File: src/rtl/fp_pkg.sv
// Shared floating-point definitions used by the FP datapath blocks.
// Holds the IEEE-754 single-precision field widths and the converter state type.
package fp_pkg;

    localparam int unsigned FP_BIAS   = 127;
    localparam int unsigned FP_EXP_W  = 8;
    localparam int unsigned FP_FRAC_W = 23;

    typedef enum logic [1:0] {
        IDLE,
        NORM,
        ROUND,
        DONE
    } i2f_state_t;

endpackage

File: src/rtl/fp32_round_pack.sv
// Rounds a normalised 32-bit magnitude (bit 31 set) to 24 significant bits
// using round-to-nearest-even, then packs sign, exponent and fraction.
module fp32_round_pack
    import fp_pkg::*;
(
    input  logic                sign,
    input  logic [FP_EXP_W-1:0] exp_in,
    input  logic [31:0]         mag,
    output logic [31:0]         word,
    output logic                inexact
);

    logic [FP_FRAC_W-1:0] frac;
    logic                 guard_bit;
    logic                 sticky_bit;
    logic                 round_up;
    logic [FP_FRAC_W:0]   frac_rnd;
    logic [FP_EXP_W-1:0]  exp_out;

    always_comb begin
        frac       = mag[30:8];
        guard_bit  = mag[7];
        sticky_bit = |mag[6:0];
        round_up   = guard_bit & (sticky_bit | frac[0]);
        frac_rnd   = {1'b0, frac} + {{FP_FRAC_W{1'b0}}, round_up};
        exp_out    = exp_in;
        // A carry out of the fraction leaves frac_rnd[22:0] at zero; only the exponent moves.
        if (frac_rnd[FP_FRAC_W]) begin
            exp_out = exp_in + 8'd1;
        end
        word    = {sign, exp_out, frac_rnd[FP_FRAC_W-1:0]};
        inexact = guard_bit | sticky_bit;
    end

endmodule

File: src/rtl/int_to_fp32.sv
// Sequential 32-bit integer to IEEE-754 single converter: captures the magnitude,
// normalises it one bit per cycle, then rounds to nearest-even and holds the result.
module int_to_fp32
    import fp_pkg::*;
(
    input  logic        clk,
    input  logic        rst,
    input  logic        in_valid,
    output logic        in_ready,
    input  logic [31:0] in_data,
    input  logic        in_signed,
    output logic        out_valid,
    input  logic        out_ready,
    output logic [31:0] out_data,
    output logic        out_inexact
);

    localparam logic [FP_EXP_W-1:0] EXP_TOP = FP_EXP_W'(FP_BIAS + 31);

    i2f_state_t    state_q, state_d;
    logic [31:0]   mag_q, mag_d;
    logic [4:0]    k_q, k_d;
    logic          sign_q, sign_d;
    logic [31:0]   out_data_q, out_data_d;
    logic          out_inexact_q, out_inexact_d;

    logic [FP_EXP_W-1:0] round_exp;
    logic [31:0]         round_word;
    logic                round_inexact;

    assign round_exp = EXP_TOP - {3'b000, k_q};

    fp32_round_pack u_round_pack (
        .sign    (sign_q),
        .exp_in  (round_exp),
        .mag     (mag_q),
        .word    (round_word),
        .inexact (round_inexact)
    );

    assign in_ready    = (state_q == IDLE) & ~rst;
    assign out_valid   = (state_q == DONE);
    assign out_data    = out_data_q;
    assign out_inexact = out_inexact_q;

    always_comb begin
        state_d       = state_q;
        mag_d         = mag_q;
        k_d           = k_q;
        sign_d        = sign_q;
        out_data_d    = out_data_q;
        out_inexact_d = out_inexact_q;
        case (state_q)
            IDLE: begin
                if (in_valid && in_ready) begin
                    sign_d  = in_signed & in_data[31];
                    // Two's complement negate; 0x80000000 maps onto itself as intended.
                    mag_d   = (in_signed & in_data[31]) ? (~in_data + 32'd1) : in_data;
                    k_d     = '0;
                    state_d = NORM;
                end
            end
            NORM: begin
                if (mag_q == '0) begin
                    out_data_d    = '0;
                    out_inexact_d = 1'b0;
                    state_d       = DONE;
                end else if (mag_q[31]) begin
                    state_d = ROUND;
                end else begin
                    mag_d = {mag_q[30:0], 1'b0};
                    k_d   = k_q + 5'd1;
                end
            end
            ROUND: begin
                out_data_d    = round_word;
                out_inexact_d = round_inexact;
                state_d       = DONE;
            end
            DONE: begin
                if (out_ready) begin
                    state_d = IDLE;
                end
            end
            default: state_d = IDLE;
        endcase
    end

    always_ff @(posedge clk) begin
        if (rst) begin
            state_q       <= IDLE;
            mag_q         <= '0;
            k_q           <= '0;
            sign_q        <= 1'b0;
            out_data_q    <= '0;
            out_inexact_q <= 1'b0;
        end else begin
            state_q       <= state_d;
            mag_q         <= mag_d;
            k_q           <= k_d;
            sign_q        <= sign_d;
            out_data_q    <= out_data_d;
            out_inexact_q <= out_inexact_d;
        end
    end

endmodule

File: config.mk
export PLATFORM = sky130hd
export DESIGN_NAME = int_to_fp32
export DESIGN_NICKNAME = d
export VERILOG_FILES = /design/src/rtl/fp_pkg.sv /design/src/rtl/fp32_round_pack.sv /design/src/rtl/int_to_fp32.sv
export SDC_FILE = /design/constraint.sdc
export NUM_CORES = 1
export LEC_CHECK = 0
export CAP_MARGIN = 40
export CORE_MARGIN = 1.5
export CORE_UTILIZATION = 54
export DETAILED_ROUTE_END_ITERATION = 16
export GPL_TIMING_DRIVEN = 0
export PLACE_DENSITY = 0.91
export SLEW_MARGIN = 20
export SYNTH_ARGS = -nofsm -noshare
export SYNTH_HDL_FRONTEND = slang
export SYNTH_SLANG_ARGS = --single-unit
File: constraint.sdc
create_clock -name clk -period 3.15 [get_ports clk]
set_input_delay 0.7875 -clock clk [delete_from_list [all_inputs] [get_ports clk]]
set_output_delay 0.7875 -clock clk [all_outputs]
set_load 0.01 [all_outputs]
==> impl_metrics.py <==
metrics = {
    "placement": {
        "portBuffers": 71,
        "place_hpwl_um": 9390,
        "dp_cells": 699,
        "place_congestion": 0.958,
    },
    "routing": {
        "ant_nets": 0,
        "via_per_inst": 6.35,
        "routed_wirelength_um": 12400,
        "first_pass_iters": 5,
        "dr.first_iter.drc_count": 422,
        "drcViolationCount": 0,
        "wire_per_inst_um": 17.4,
        "vias": 4532,
    },
    "grt": {
        "antenna_found_initial": 0,
        "globalRouteOverflowTotal": 0,
        "grt_pass1_vias": 4245,
        "grt_start_max_net_pins": 13,
        "grt_pass1_wl_um": 20500,
        "grt_usage_pct": 30.4,
    },
    "final_layout": {
        "seq_area_um2": 1460,
        "area_delta_synth_final_pct": 25.7,
        "multi_input_area_um2": 2610,
        "fillers": 626,
        "num_antenna_cells": 0,
        "final_cells": 714,
        "num-nets-final": 653,
        "drive_gt1_share_pct": 5.72,
    },
    "sta": {
        "holdWs_ns": 0.453,
        "post-route-period-util_pct": 95.8,
        "timing.fmax_mhz": 331,
        "worst_pin_slew_ns": 0.762,
        "period_minus_slack_ns": 3.02,
        "clock-skew-final_ns": 0.0130,
        "rsz0062_at_grt": "false",
        "max_slew_margin_pct": 48.8,
        "finalMaxSlewViolations": 0,
        "setup_violations": 0,
        "hold_violations": 0,
    },
    "floorplan": {
        "core_um2": 7690,
        "die_area_um2": 8470,
        "io_pins": 72,
        "initial_core_util_pct": 55.7,
        "die-width_um": 92.1,
        "rows": 32,
        "fp.dieH_um": 92.1,
    },
    "logic_synthesis": {
        "synthFlopType": "dfxtp_1",
        "yosys.area.top_type": "dfxtp_1",
        "synthTopCellsByCount": "dfxtp_1, nor2_1, a21oi_1, xnor2_1",
        "ys_top_cells_by_area": "dfxtp_1, xnor2_1, nor2_1",
        "yosysWarnings": 0,
        "syn_avg_cell_area_um2": 8.14,
        "synth_cell_types": 58,
        "netlist_area_um2": 4280,
        "synth_nets": 571,
        "seq_area_frac_synth_pct": 34.1,
        "synth_edf_count": 0,
        "syn_inst": 526,
        "synthArstFlopShare_pct": 0,
        "ys_ff_latch": 73,
        "yosysMostFrequentCell": "dfxtp_1",
        "yosysTopAreaCellShare_pct": 34.1,
    },
    "clock_tree": {
        "cts_tree": "built",
        "h-tree-depth": 3,
        "post_cts_buffers": 0,
        "ctsRootBufferMaster": "clkbuf_8",
        "clk_pin_slew_ns": 0.08,
        "cts_num_sinks": 73,
        "ctsHoldBuffers": 0,
        "insertion_delay_ns": 0.36,
        "cts_buffers": 9,
        "cts_buffer_depth": 2,
    },
    "setup_path": {
        "critPathMaxFanout": 10,
        "end_kind": "output pin",
        "arrival_ns": 2.23,
        "r2r_cells": 8,
        "cp.required_ns": 2.36,
        "crit_path_start_kind": "input pin",
        "crit_type": "input pin to output pin",
    },
    "power_and_ir_drop": {
        "cellPowerDensity_nw_per_um2": 680,
        "p_leak_nw": 1.85,
        "vdd_drop_max_mv": 0.387,
    },
    "job": {
        "maxCapViolCount": 0,
    },
    "hold_path": {
        "holdPathStages": 2,
        "hold_path_class": "flop to flop",
    },
    "run_status": {
        "status": "finished clean",
    },
}
## repair_timing
action,4_1_cts,5_1_grt
endpoints found under the hold margin,0,0
gates resized for setup,1,5
setup endpoints to repair,1,11
## power breakdown
part | switching, mW | leakage (nW) | total [mW] | internal [mW]
clock | 0.354 | 0.122 | 0.897 | 0.543
combinational | 0.867 | 1.14 | 1.44 | 0.575
sequential | 0.209 | 0.594 | 1.32 | 1.11
## kinds of logic (layout without fill, tap and decap cells)
logic type / Yosys count / in the layout / synth area share, %
AND/OR/NAND/NOR: 190 / 190 / 23.0
AO/OA/AOI/OAI: 139 / 139 / 23.1
flip-flops: 73 / 73 / 34.1
buffers and inverters: 57 / 143 / 5.29
XOR/XNOR: 56 / 56 / 11.5
adder cells (fa/ha/maj): 8 / 8 / 2.34
multiplexers: 3 / 3 / 0.701
## per-layer routing
layer	GRT usage, %	wire (um)
met5	0	0
met1	37.8	5160
met3	5.56	914
met4	14.6	411
met2	50.5	5930
## registers in the layout (all words and copies together), names as in the netlist
signal       flops
k_q              5
mag_q           32
out_data        32
out_inexact      1
sign_q           1
state_q          2
## worst max-delay path: stages
cell             delay (ns)
clkdlybuf4s50_1        0.58
buf_2                  0.31
nor2b_1                0.08
clkdlybuf4s50_1        0.48
## stage by stage
step	setup TNS (ns)	setup WS (ns)	utilization (%)	instance area, um^2	power (mW)
floorplan	0	0.639	-	4280	2.25
global placement	-1.59	-0.214	66.6	5120	2.69
detailed placement	-1.89	-0.215	66.6	5120	2.74
CTS	0	0.0783	69.8	5360	3.63
global route	0	0.0400	70.0	5380	3.85
finish	0	0.131	70.0	5380	3.66
## placed cells by master (no fill, tap or decap), types with 10 or more instances in the layout
cell type / n
a22oi_1: 22
dfxtp_1: 73
xor2_1: 16
inv_1: 12
clkdlybuf4s50_1: 71
nor2_1: 57
a21oi_1: 40
a222oi_1: 10
xnor2_1: 40
o221ai_1: 14
clkbuf_1: 33
nand3_1: 29
clkbuf_8: 10
nand2_1: 33
nand4_1: 14
nor3_1: 11
## cell type report
class                           instances  area share (%)
Buffer                                 43            3.25
Clock buffer                           10            2.56
Clock inverter                          5            1.93
Inverter                               14           0.976
Multi-Input combinational cell        396            48.6
Sequential cell                        73            27.2
Tap cell                              102            2.37
Timing Repair Buffer                   71            13.2
## worst paths after layout
| check | from | to | slack (ns) |
|---|---|---|---|
| hold / removal | out_data[31] | out_data[31] | 0.45 |
| hold reg to reg | out_data[31] | out_data[31] | 0.45 |
| setup reg to reg | state_q[1] | mag_q[30] | 0.38 |
| setup / recovery | rst | in_ready | 0.13 |
Power figures use the tool's default switching activity.
